[config.mk]
export PLATFORM = sky130hd
export DESIGN_NAME = axi_r_return_router
export DESIGN_NICKNAME = d
export VERILOG_FILES = /design/src/rtl/axi_r_return_router.sv
export SDC_FILE = /design/constraint.sdc
export NUM_CORES = 1
export LEC_CHECK = 0
export ABC_AREA = 0
export BUFFER_PORTS_ARGS = -buffer_cell sky130_fd_sc_hd__buf_2
export CORE_MARGIN = 5
export CORE_UTILIZATION = 40
export CTS_BUF_LIST = sky130_fd_sc_hd__clkbuf_4
export CTS_CLUSTER_DIAMETER = 60
export DETAILED_ROUTE_END_ITERATION = 7
export PLACE_DENSITY = 0.86
export SETUP_SLACK_MARGIN = 0.02
export SYNTH_ARGS = -nofsm -noshare
export SYNTH_HDL_FRONTEND = slang
export SYNTH_SLANG_ARGS = --single-unit
[constraint.sdc]
create_clock -name ACLK -period 5.4 [get_ports ACLK]
set_input_delay 0.27 -clock ACLK [delete_from_list [all_inputs] [get_ports ACLK]]
set_output_delay 0.27 -clock ACLK [all_outputs]
set_load 0.005 [all_outputs]
[src/rtl/axi_r_return_router.sv]
// -----------------------------------------------------------------------------
// axi_r_return_router
//
// Response-side half of the shared AXI read path. Every accepted AR request
// pushes the index of the winning master into an in-order FIFO. R beats from
// the shared slave port are routed to the master at the FIFO head, one burst
// at a time. The head is popped when RLAST is handshaken.
//
// Parameters:
//   MASTER_NUM  number of masters (matches the AR arbiter request width)
//   DATA_WIDTH  RDATA width
//   DEPTH       maximum outstanding bursts (power of two, >= 2)
//
// Ports:
//   ACLK, ARESET     clock, asynchronous active-high reset
//   ar_gnt, ar_fire  AR grant vector and slave-side AR handshake (push)
//   ar_stall         FIFO full; the interconnect gates slave ARVALID with it
//   s_r*             slave-side R channel (s_rready is an output)
//   m_r*             master-side R channel; data/resp/last are broadcast,
//                    m_rvalid / m_rready are per master
//   outstanding      number of bursts currently recorded in the FIFO
//   err              sticky protocol-error flag (only with R_ROUTER_ERR_EN)
//
// Configuration macro: R_ROUTER_ERR_EN adds the err output and its logic.
// -----------------------------------------------------------------------------
module axi_r_return_router #(
  parameter int MASTER_NUM = 2,
  parameter int DATA_WIDTH = 32,
  parameter int DEPTH      = 4
) (
  input  logic                         ACLK,
  input  logic                         ARESET,
  input  logic [MASTER_NUM-1:0]        ar_gnt,
  input  logic                         ar_fire,
  output logic                         ar_stall,
  input  logic [DATA_WIDTH-1:0]        s_rdata,
  input  logic [1:0]                   s_rresp,
  input  logic                         s_rlast,
  input  logic                         s_rvalid,
  output logic                         s_rready,
  output logic [DATA_WIDTH-1:0]        m_rdata,
  output logic [1:0]                   m_rresp,
  output logic                         m_rlast,
  output logic [MASTER_NUM-1:0]        m_rvalid,
  input  logic [MASTER_NUM-1:0]        m_rready,
  output logic [$clog2(DEPTH+1)-1:0]   outstanding
`ifdef R_ROUTER_ERR_EN
  ,
  output logic                         err
`endif
);

  localparam int PTR_W = $clog2(DEPTH);
  localparam int CNT_W = $clog2(DEPTH + 1);
  localparam int IDX_W = (MASTER_NUM > 1) ? $clog2(MASTER_NUM) : 1;
  localparam logic [CNT_W-1:0] FULL_CNT = CNT_W'(DEPTH);

  logic [IDX_W-1:0] fifo_q [DEPTH];
  logic [IDX_W-1:0] fifo_d [DEPTH];
  logic [PTR_W-1:0] wr_ptr_q, wr_ptr_d;
  logic [PTR_W-1:0] rd_ptr_q, rd_ptr_d;
  logic [CNT_W-1:0] cnt_q, cnt_d;

  logic             empty;
  logic             full;
  logic             push;
  logic             pop;
  logic [IDX_W-1:0] push_idx;
  logic [IDX_W-1:0] head_idx;

  assign empty    = (cnt_q == '0);
  assign full     = (cnt_q == FULL_CNT);
  assign head_idx = fifo_q[rd_ptr_q];

  // Highest set grant bit wins, mirroring the fixed-priority arbiter.
  // NOTE: every signal assigned in an always_comb gets a default first, so no
  // path leaves it unassigned and no latch is inferred.
  always_comb begin
    push_idx = '0;
    for (int i = 0; i < MASTER_NUM; i++) begin
      if (ar_gnt[i]) push_idx = IDX_W'(i);
    end
  end

  // A push while full is dropped; there is no same-cycle pop bypass.
  assign push = ar_fire & (|ar_gnt) & ~full;

  // Routing: only the head master sees RVALID, and only its RREADY matters.
  // Comparing against each index keeps out-of-range head values harmless.
  always_comb begin
    m_rvalid = '0;
    s_rready = 1'b0;
    for (int i = 0; i < MASTER_NUM; i++) begin
      if (head_idx == IDX_W'(i)) begin
        m_rvalid[i] = s_rvalid & ~empty;
        s_rready    = m_rready[i] & ~empty;
      end
    end
  end

  assign pop = s_rvalid & s_rready & s_rlast;

  assign m_rdata = s_rdata;
  assign m_rresp = s_rresp;
  assign m_rlast = s_rlast;

  assign ar_stall    = full;
  assign outstanding = cnt_q;

  // Next-state for pointers, count and FIFO storage.
  always_comb begin
    wr_ptr_d = wr_ptr_q;
    rd_ptr_d = rd_ptr_q;
    cnt_d    = cnt_q;
    fifo_d   = fifo_q;
    if (push) begin
      fifo_d[wr_ptr_q] = push_idx;
      wr_ptr_d         = wr_ptr_q + PTR_W'(1);
    end
    if (pop) begin
      rd_ptr_d = rd_ptr_q + PTR_W'(1);
    end
    case ({push, pop})
      2'b10:   cnt_d = cnt_q + CNT_W'(1);
      2'b01:   cnt_d = cnt_q - CNT_W'(1);
      default: cnt_d = cnt_q;
    endcase
  end

  // NOTE: sequential state uses non-blocking assignments so every flop samples
  // its _d value from before the edge, independent of statement order.
  always_ff @(posedge ACLK or posedge ARESET) begin
    if (ARESET) begin
      wr_ptr_q <= '0;
      rd_ptr_q <= '0;
      cnt_q    <= '0;
    end else begin
      wr_ptr_q <= wr_ptr_d;
      rd_ptr_q <= rd_ptr_d;
      cnt_q    <= cnt_d;
    end
  end

  // NOTE: the storage array is deliberately not reset; an entry is only read
  // when the count says it was written, so clearing it would buy nothing.
  always_ff @(posedge ACLK) begin
    fifo_q <= fifo_d;
  end

`ifdef R_ROUTER_ERR_EN
  logic err_q, err_d;
  logic gnt_onehot;

  assign gnt_onehot = (ar_gnt != '0) && ((ar_gnt & (ar_gnt - 1'b1)) == '0);

  // Sticky: R beat with nothing outstanding, malformed grant, push into full.
  always_comb begin
    err_d = err_q;
    if ((s_rvalid & empty) | (ar_fire & ~gnt_onehot) | (ar_fire & full)) begin
      err_d = 1'b1;
    end
  end

  always_ff @(posedge ACLK or posedge ARESET) begin
    if (ARESET) err_q <= 1'b0;
    else        err_q <= err_d;
  end

  assign err = err_q;
`endif

endmodule

# == Word-level counts from Yosys, hierarchy flattened ==
# Index checks and enable logic that the tools add are counted.
# totals
reg_bits,11
latch_bits,0
mem_bits_rw,0
rom_bits,0
inputBits,43
output_inout_bits,42
wordCells,43
mem_count,0
# op_classes
add_sub_neg,4
multipliers,0
div_mod_pow,0
order_cmp,3
eq_ne,3
shifts,0
mux,11
n_bitwise,11
reduce_logical,4
# ops
operator,count
$and A1 B1 Y1,7
$mux W1,7
$ge A3 B3 Y1 const B,2
$not A2 Y3,2
$pmux W3 S2,1
$add A2 B1 Y2 const B,2
$bwmux W4,1
$add A3 B1 Y3 const B,1
$eq A3 B3 Y1 const B,1
$logic_not A3 Y1,1
$lt A3 B1 Y1 const B,1
$sub A3 B1 Y3 const B,1
$bmux W1 S2,1
$demux W1 S2,1
$eq A2 B1 Y1 const B,1
$eq A2 B2 Y1 const B,1
$not A1 Y1,2
$reduce_bool A2 Y1,1
$reduce_or A2 Y1,1
$logic_and A1 B1 Y1,1

# == Longest topological paths before layout ==
# Gate-level depths: netlist of run 1.
# depth
word_depth,9
ltp_mapped,10
depth_no_buf,10

# == Worst setup path after synthesis of run 1 ==
# Ideal clock, no wire load.
# synth_path
path_type,register -> register
startpoint,register rd_ptr_q[1]
endpoint,register cnt_q[2] (netlist: outstanding[2])
setup_ps,79
arrival_ps,1990
required_ps,5321
setup_slack_ps,3331
path_stages_with_launch,11
path_buffers,0
synth_period_minus_slack_ps,2069
cell_sequence,dfrtp_1 > mux2i_1 > mux2i_1 > mux2i_1 > nor2_1 > ha_1 > inv_1 > fa_1 > xor2_1 > nor2_1 > xor2_1
# synth_between
elab_chain_cells,9
word_cells_on_any_way,11
# synth_rtl
element,line_no,source
"start, declared",61,"logic [PTR_W-1:0] rd_ptr_q, rd_ptr_d;"
"start signal, assigned",139,rd_ptr_q <= rd_ptr_d;
$not A2 Y3 (not written as such) *,73,assign head_idx = fifo_q[rd_ptr_q];
$bmux W1 S2 *,73,
$mux W1 (not written as such) * (2 in a row),73,
$mux W1 *,94,if (head_idx == IDX_W'(i)) begin
$and A1 B1 Y1 * (2 in a row),101,assign pop = s_rvalid & s_rready & s_rlast;
named net pop,67,logic pop;
$eq A2 B1 Y1 or $eq A2 B2 Y1 (tied branches),123,"case ({push, pop})"
$pmux W3 S2 or $reduce_bool A2 Y1 (tied branches),--,
"end signal, assigned",140,cnt_q <= cnt_d;
"end, declared",62,"logic [CNT_W-1:0] cnt_q, cnt_d;"
# The timed path passes the listed nets; every way through them passes the cells marked *. The select of a mux whose other input is x is not followed.
# A chain may end at the register's enable or synchronous reset.

# == Worst setup path in the final report of run 1 ==
# Same ends and word-level chain as after synthesis.

==> results of run 1 <==
==> power by group through the flow <==
stage	logic [mW]	registers (mW)	clock network, mW
6_report	0.161	0.149	0.0607
5_1_grt	0.181	0.153	0.0678
4_1_cts	0.164	0.149	0.0640
3_5_place_dp	0.162	0.151	0
3_3_place_gp	0.157	0.148	0
2_1_floorplan	0.135	0.146	0
==> placed cells by master (no fill, tap or decap) <==
cell,instances
o21ai_0,2
nand3b_1,1
nor2_4,1
fa_1,1
and2_1,4
nor2b_1,1
xor2_1,3
nand2b_1,1
clkbuf_4,4
ha_1,5
dfrtp_1,7
nor3b_2,1
xnor2_1,2
mux2i_1,7
and3_1,1
inv_1,7
nor2_1,4
buf_2,16
edfxtp_1,4
nor3_1,1
dlygate4sd3_1,1
o31ai_1,1
mux2_2,1
==> state kept, by name (all words and copies together) (netlist names) <==
signal and count:
wr_ptr_q 2, outstanding 3, rd_ptr_q 2, fifo_q 4
==> routing by layer <==
metal | part of all wire (%) | wire, um | vias to the layer above | global-route usage (%)
met5 | 0 | 0 | - | 0
met4 | 0.95 | 13 | 0 | 6.291
met3 | 12 | 164 | 4 | 5.204
met2 | 51 | 706 | 29 | 13.55
met1 | 36 | 490 | 223 | 8.552
li1 | - | - | 222 | -
==> path summary, 6_finish.rpt <==
| check | start | endpoint | depth (start not counted) |
|---|---|---|---|
| worst max-delay path | rd_ptr_q[1]$_DFFE_PP0P_ | outstanding[2]$_DFFE_PP0P_ | 10 |
| worst min-delay path | ar_gnt[1] | fifo_q[3]$_DFFE_PP_ | 1 |
| worst max register to register | rd_ptr_q[1]$_DFFE_PP0P_ | outstanding[2]$_DFFE_PP0P_ | 10 |
| worst min register to register | rd_ptr_q[0]$_DFFE_PP0P_ | rd_ptr_q[0]$_DFFE_PP0P_ | 1 |
| max in group asynchronous | ARESET | wr_ptr_q[0]$_DFFE_PP0P_ | 3 |
| min in group asynchronous | ARESET | rd_ptr_q[0]$_DFFE_PP0P_ | 3 |
==> cell type report <==
class / instances / area [um^2]
Fill cell: 216 / 1394
Multi-Input combinational cell: 37 / 320.3
Sequential cell: 11 / 295.3
Timing Repair Buffer: 17 / 90.09
Tap cell: 28 / 35.03
Clock buffer: 4 / 30.03
Inverter: 7 / 26.28
==> worst reg2reg max path, delay by kind of cell, from the launching register on <==
family	cells	cell delay, ps
XOR/XNOR	2	300
adder cells (fa/ha/maj)	2	590
buffers and inverters	1	70
flip-flops	1	400
multiplexers	3	630
AND/OR/NAND/NOR	2	220
==> cells by family after synthesis <==
| family | synth area share, % |
|---|---|
| fa+ha+maj | 9.129 |
| xor+xnor | 4.842 |
| mux | 8.991 |
| flops | 32.64 |
| compound gates | 1.937 |
| simple gates | 10.51 |
| buf+inv | 31.95 |
==> results_dict.tcl, run 1 <==
set metrics [dict create \
    status "finished clean" \
    numPlacedInstances 99 \
    worst_setup_path_end_kind "flop" \
    yosys_warnings 0 \
    cp_data_arrival_time_ps 2460 \
    drv_slew 0 \
    synth_top_area_share_pct 29.05 \
    cp_common_cell "mux2i_1" \
    start_util_pct 41.29 \
    clock_path_buffers 2 \
    synthCells 90 \
    post_drt_wl_per_cell_um 13.22 \
    rsz0062_at_grt "no" \
    antennaDiodeCount 0 \
    die_area_mm2 0.003313 \
    placed_area_um2 757.0 \
    cap_violations 0 \
    required_ps 5600 \
    drt_iter0_drc 9 \
    finalWeightedCongestion 0.6472 \
    post_drt_via_cell_ratio 4.596 \
    first_global_vias 496 \
    yosys.cell_types.count 21 \
    switching_share_pct 36.45 \
    drive_above_1_share_pct 30.26 \
    irDropWorstVdd_uv 213.6 \
    final.min_clock_period_ps 2268 \
    p_sw_uw 135.4 \
    crit_family "multiplexers" \
    leakage_nw 0.3914 \
    ctsResizeCount 0 \
    grt_overflow 0 \
    slew-limit-headroom_pct 76.35 \
    cts-root-buf "clkbuf_4" \
    power_density_mw_per_mm2 466.1 \
    synth_area_leader_cell "buf_4" \
    htreeDepth 1 \
    whs_ps 233.7 \
    cts_hold_buf 1 \
    p_clk_share_pct 16.3 \
    crit_fanout 3 \
    final_util_pct 36.38 \
    hold_viol 0 \
    crit_buf_inv 1 \
    synth_flop_cell "dfrtp_1" \
    period_share_pct 41.99 \
    syn_area_um2 904.6 \
    crit_type "flop to flop" \
    detail-route-antenna-nets 0 \
    avgSynthCellArea_um2 10.05 \
    instances_no_fill 104 \
    clk_latency_ps 270 \
    path_cells "mux2i_1 -> mux2i_1 -> mux2i_1 -> nor2_1 -> ha_1 -> inv_1 -> fa_1 -> xor2_1 -> nor2_1 -> xor2_1" \
    drt_pass1_iterations 4 \
    combPwrFrac_pct 43.5 \
    synth_nets 139 \
    pre_cts_slack_ps 3145 \
    port_buffers 16 \
    clk_pin_slew_ps 70 \
    async_reset_ff_share_pct 63.64 \
    cts_sinks 11 \
    vias 478 \
    synth_seq_cells 11 \
    layout_setup_ws_ps 3133 \
    synthTopCellsByArea "buf_4 29%, dfrtp_1 19%, edfxtp_1 13%" \
    tightestPinTransition_ps 351.0 \
    ys_seq_area_share_pct 32.64 \
    dp_hpwl_mm 1.116 \
    clock.fmax_ghz 0.4410 \
    cts_tree "done" \
    syn2layout_area_growth_pct -11.89 \
    post_cts_buffers 0 \
    core-area_mm2 0.002191 \
    numCtsBuffers 3 \
    cp-start-kind "flop" \
    hold_class "input port to flop" \
    p_int_uw 236.1 \
    total_power_uw 371.5 \
    grt_first_pass_wirelength_mm 2.228 \
    synth-edff-count 4 \
    dieHeight_um 57.56 \
    setup_tns_ps 0 \
    synth_common_cells "35 x buf_4, 7 x dfrtp_1, 7 x inv_1, 7 x mux2i_1, 5 x ha_1" \
    synth.most_common_cell "buf_4" \
    cpPeakStageDelay_ps 400 \
    grt_max_degree 8 \
    finalNetCount 126 \
    seq_power_share_pct 40.2 \
    die_x_um 57.56 \
    r2r_setup_slack_ps 3130 \
    finalSetupViolations 0 \
    clock_skew_ps 3.335 \
    std_cell_rows 17 \
    io-pin-count 85 \
    cp_slowest_cell "dfrtp_1" \
    design_area_um2 797.0 \
    antenna_found_initial 0 \
    drt-total-wl_mm 1.375 \
    track_usage_pct 8.736 \
    drc_errors 0 \
]
No activity file was read; power rests on OpenSTA's default activity.
==> run 2: changes to the inputs <==
--- a/config.mk
+++ b/config.mk
@@ -8,11 +8,11 @@
 export ABC_AREA = 0
 export BUFFER_PORTS_ARGS = -buffer_cell sky130_fd_sc_hd__buf_2
 export CORE_MARGIN = 5
-export CORE_UTILIZATION = 40
+export CORE_UTILIZATION = 38
 export CTS_BUF_LIST = sky130_fd_sc_hd__clkbuf_4
 export CTS_CLUSTER_DIAMETER = 60
 export DETAILED_ROUTE_END_ITERATION = 7
-export PLACE_DENSITY = 0.86
+export PLACE_DENSITY = 0.83
 export SETUP_SLACK_MARGIN = 0.02
 export SYNTH_ARGS = -nofsm -noshare
 export SYNTH_HDL_FRONTEND = slang
==> constraint.sdc (replaced) <==
create_clock -name ACLK -period 2.2 [get_ports ACLK]
set_input_delay 0.11 -clock ACLK [delete_from_list [all_inputs] [get_ports ACLK]]
set_output_delay 0.11 -clock ACLK [all_outputs]
set_load 0.005 [all_outputs]
==> results_dict.tcl, run 2 (synthesis gave the netlist of run 1 again) <==
set metrics [dict create \
    hold_viol 0 \
    numCtsBuffers 3 \
    core-area_mm2 0.002233 \
    period_share_pct 99.34 \
    finalNetCount 131 \
    crit_fanout 3 \
    rr_worst_depth 10 \
    drive_above_1_share_pct 40.74 \
    p_clk_share_pct 15.0 \
    drv_slew 0 \
    combPwrFrac_pct 47.5 \
    cap_violations 0 \
    rsz0062_at_grt "yes" \
    irDropWorstVdd_uv 623.7 \
    hold_start "ar_gnt[1]" \
    hold_class "input port to flop" \
    tightestPinTransition_ps 368.9 \
    pre_cts_slack_ps -68.94 \
    min_to "fifo_q[2]$_DFFE_PP_" \
    finalSetupViolations 0 \
    cp-start-kind "flop" \
    layout_setup_ws_ps 14.62 \
    grt_max_degree 8 \
    whs_path_depth 1 \
    r2r-start "rd_ptr_q[1]$_DFFE_PP0P_" \
    cp_data_arrival_time_ps 2380 \
    switching_share_pct 35.93 \
    seq_power_share_pct 37.5 \
    status "finished clean" \
    p_sw_uw 356.2 \
    finalWeightedCongestion 0.6661 \
    start_util_pct 40.50 \
    clk_pin_slew_ps 70 \
    largest-register "fifo_q" \
    required_ps 2390 \
    final.min_clock_period_ps 2185 \
    antennaDiodeCount 0 \
    r2r_end "outstanding[2]$_DFFE_PP0P_" \
    slew-limit-headroom_pct 75.15 \
    vias 495 \
    grt_first_pass_wirelength_mm 2.332 \
    htreeDepth 1 \
    syn2layout_area_growth_pct -6.362 \
    io-pin-count 85 \
    die_x_um 58.79 \
    clock_path_buffers 2 \
    grt_overflow 0 \
    dp_hpwl_mm 1.110 \
    first_global_vias 523 \
    clock_skew_ps 6.242 \
    crit_type "flop to flop" \
    drc_errors 0 \
    track_usage_pct 9.013 \
    std_cell_rows 17 \
    clock.fmax_ghz 0.4576 \
    post_drt_via_cell_ratio 4.541 \
    largest_reg_flops 4 \
    power_density_mw_per_mm2 1170 \
    dieHeight_um 58.79 \
    r2r_setup_slack_ps 10 \
    leakage_nw 0.4120 \
    drt-total-wl_mm 1.412 \
    cts-root-buf "clkbuf_4" \
    antenna_found_initial 0 \
    cts_sinks 11 \
    port_buffers 16 \
    cts_tree "done" \
    p_int_uw 635.1 \
    most-common-layout-cells "16 x buf_2, 7 x dfrtp_1, 6 x inv_1" \
    worst_setup_path_end_kind "flop" \
    drt_iter0_drc 12 \
    detail-route-antenna-nets 0 \
    final_util_pct 37.93 \
    layout_commonest_cell "buf_2" \
    clk_latency_ps 270 \
    post_drt_wl_per_cell_um 12.95 \
    drt_pass1_iterations 4 \
    die_area_mm2 0.003456 \
]
run 2: cell count changes in the layout (fill, tap and decap cells not counted):
cell and delta:
buf_4 +5, mux2i_1 -2, mux2i_2 +2, fa_1 -1
fa_2 +1, ha_1 -1, ha_2 +1, inv_1 -1
inv_2 +1
run 2: power by group through the flow:
stage / registers [mW] / logic (mW) / clock network, mW
after floorplan: 0.359 / 0.331 / 0
after global placement: 0.365 / 0.404 / 0
after detailed placement: 0.371 / 0.419 / 0
after CTS: 0.367 / 0.447 / 0.154
after global routing: 0.382 / 0.540 / 0.168
final: 0.371 / 0.471 / 0.149
run 2: how the worst max path moves through the flow:
stage,from,endpoint,slack [ps],cells past startpoint
2_1_floorplan,rd_ptr_q[1]$_DFFE_PP0P_,outstanding[2]$_DFFE_PP0P_,130,10
3_3_place_gp,rd_ptr_q[1]$_DFFE_PP0P_,outstanding[2]$_DFFE_PP0P_,110,10
3_5_place_dp,rd_ptr_q[1]$_DFFE_PP0P_,outstanding[2]$_DFFE_PP0P_,-70,10
4_1_cts,rd_ptr_q[1]$_DFFE_PP0P_,outstanding[2]$_DFFE_PP0P_,-5,10
5_1_grt,rd_ptr_q[1]$_DFFE_PP0P_,outstanding[2]$_DFFE_PP0P_,-160,10
6_report,rd_ptr_q[1]$_DFFE_PP0P_,outstanding[2]$_DFFE_PP0P_,10,10
run 2: critical path, cell delays in order, from the launching register on:
cell,delay (ps)
dfrtp_1,420
mux2i_2,280
mux2i_2,130
mux2i_1,150
nor2_1,130
ha_2,210
inv_2,40
fa_2,330
xor2_1,140
nor2_1,130
xor2_1,170
run 2: area by class of cell:
cell class | count | area (um^2)
tap | 28 | 35.03
sequential | 11 | 295.3
inverter | 7 | 26.28
multi-input combinational | 37 | 332.8
timing repair buffer | 22 | 127.6
clock buffer | 4 | 30.03
fill | 222 | 1386
run 2: timing repair:
action | CTS | global route
hold endpoints to repair | 7 | 0
setup buffers | 2 | 1
hold buffers | 1 | 0
pin swaps | 3 | 3
gates resized for setup | 3 | 2
endpoints found under the setup margin | 1 | 2
run 2: through the flow:
| step | TNS, ps | area (um^2) | power (mW) | instances | hold slack [ps] |
|---|---|---|---|---|---|
| 3_3_place_gp | 0 | 772.0 | 0.7686 | 101 | 65.11 |
| 3_5_place_dp | -68.94 | 772.0 | 0.7904 | 101 | 62.31 |
| 6_report | 0 | 847.1 | 0.9913 | 109 | 76.07 |
| 2_1_floorplan | 0 | 904.6 | 0.6908 | 90 | -86.60 |
| 4_1_cts | -4.692 | 832.0 | 0.9675 | 108 | 74.76 |
| 5_1_grt | -168.2 | 847.1 | 1.091 | 109 | 76.45 |
run 2: per-layer routing:
metal	wire (um)	GRT usage, %	up-vias
met1	521	10.05	218
met3	131	3.070	18
met4	61	6.472	0
met2	698	14.20	25
li1	-	-	234
met5	0	0	-
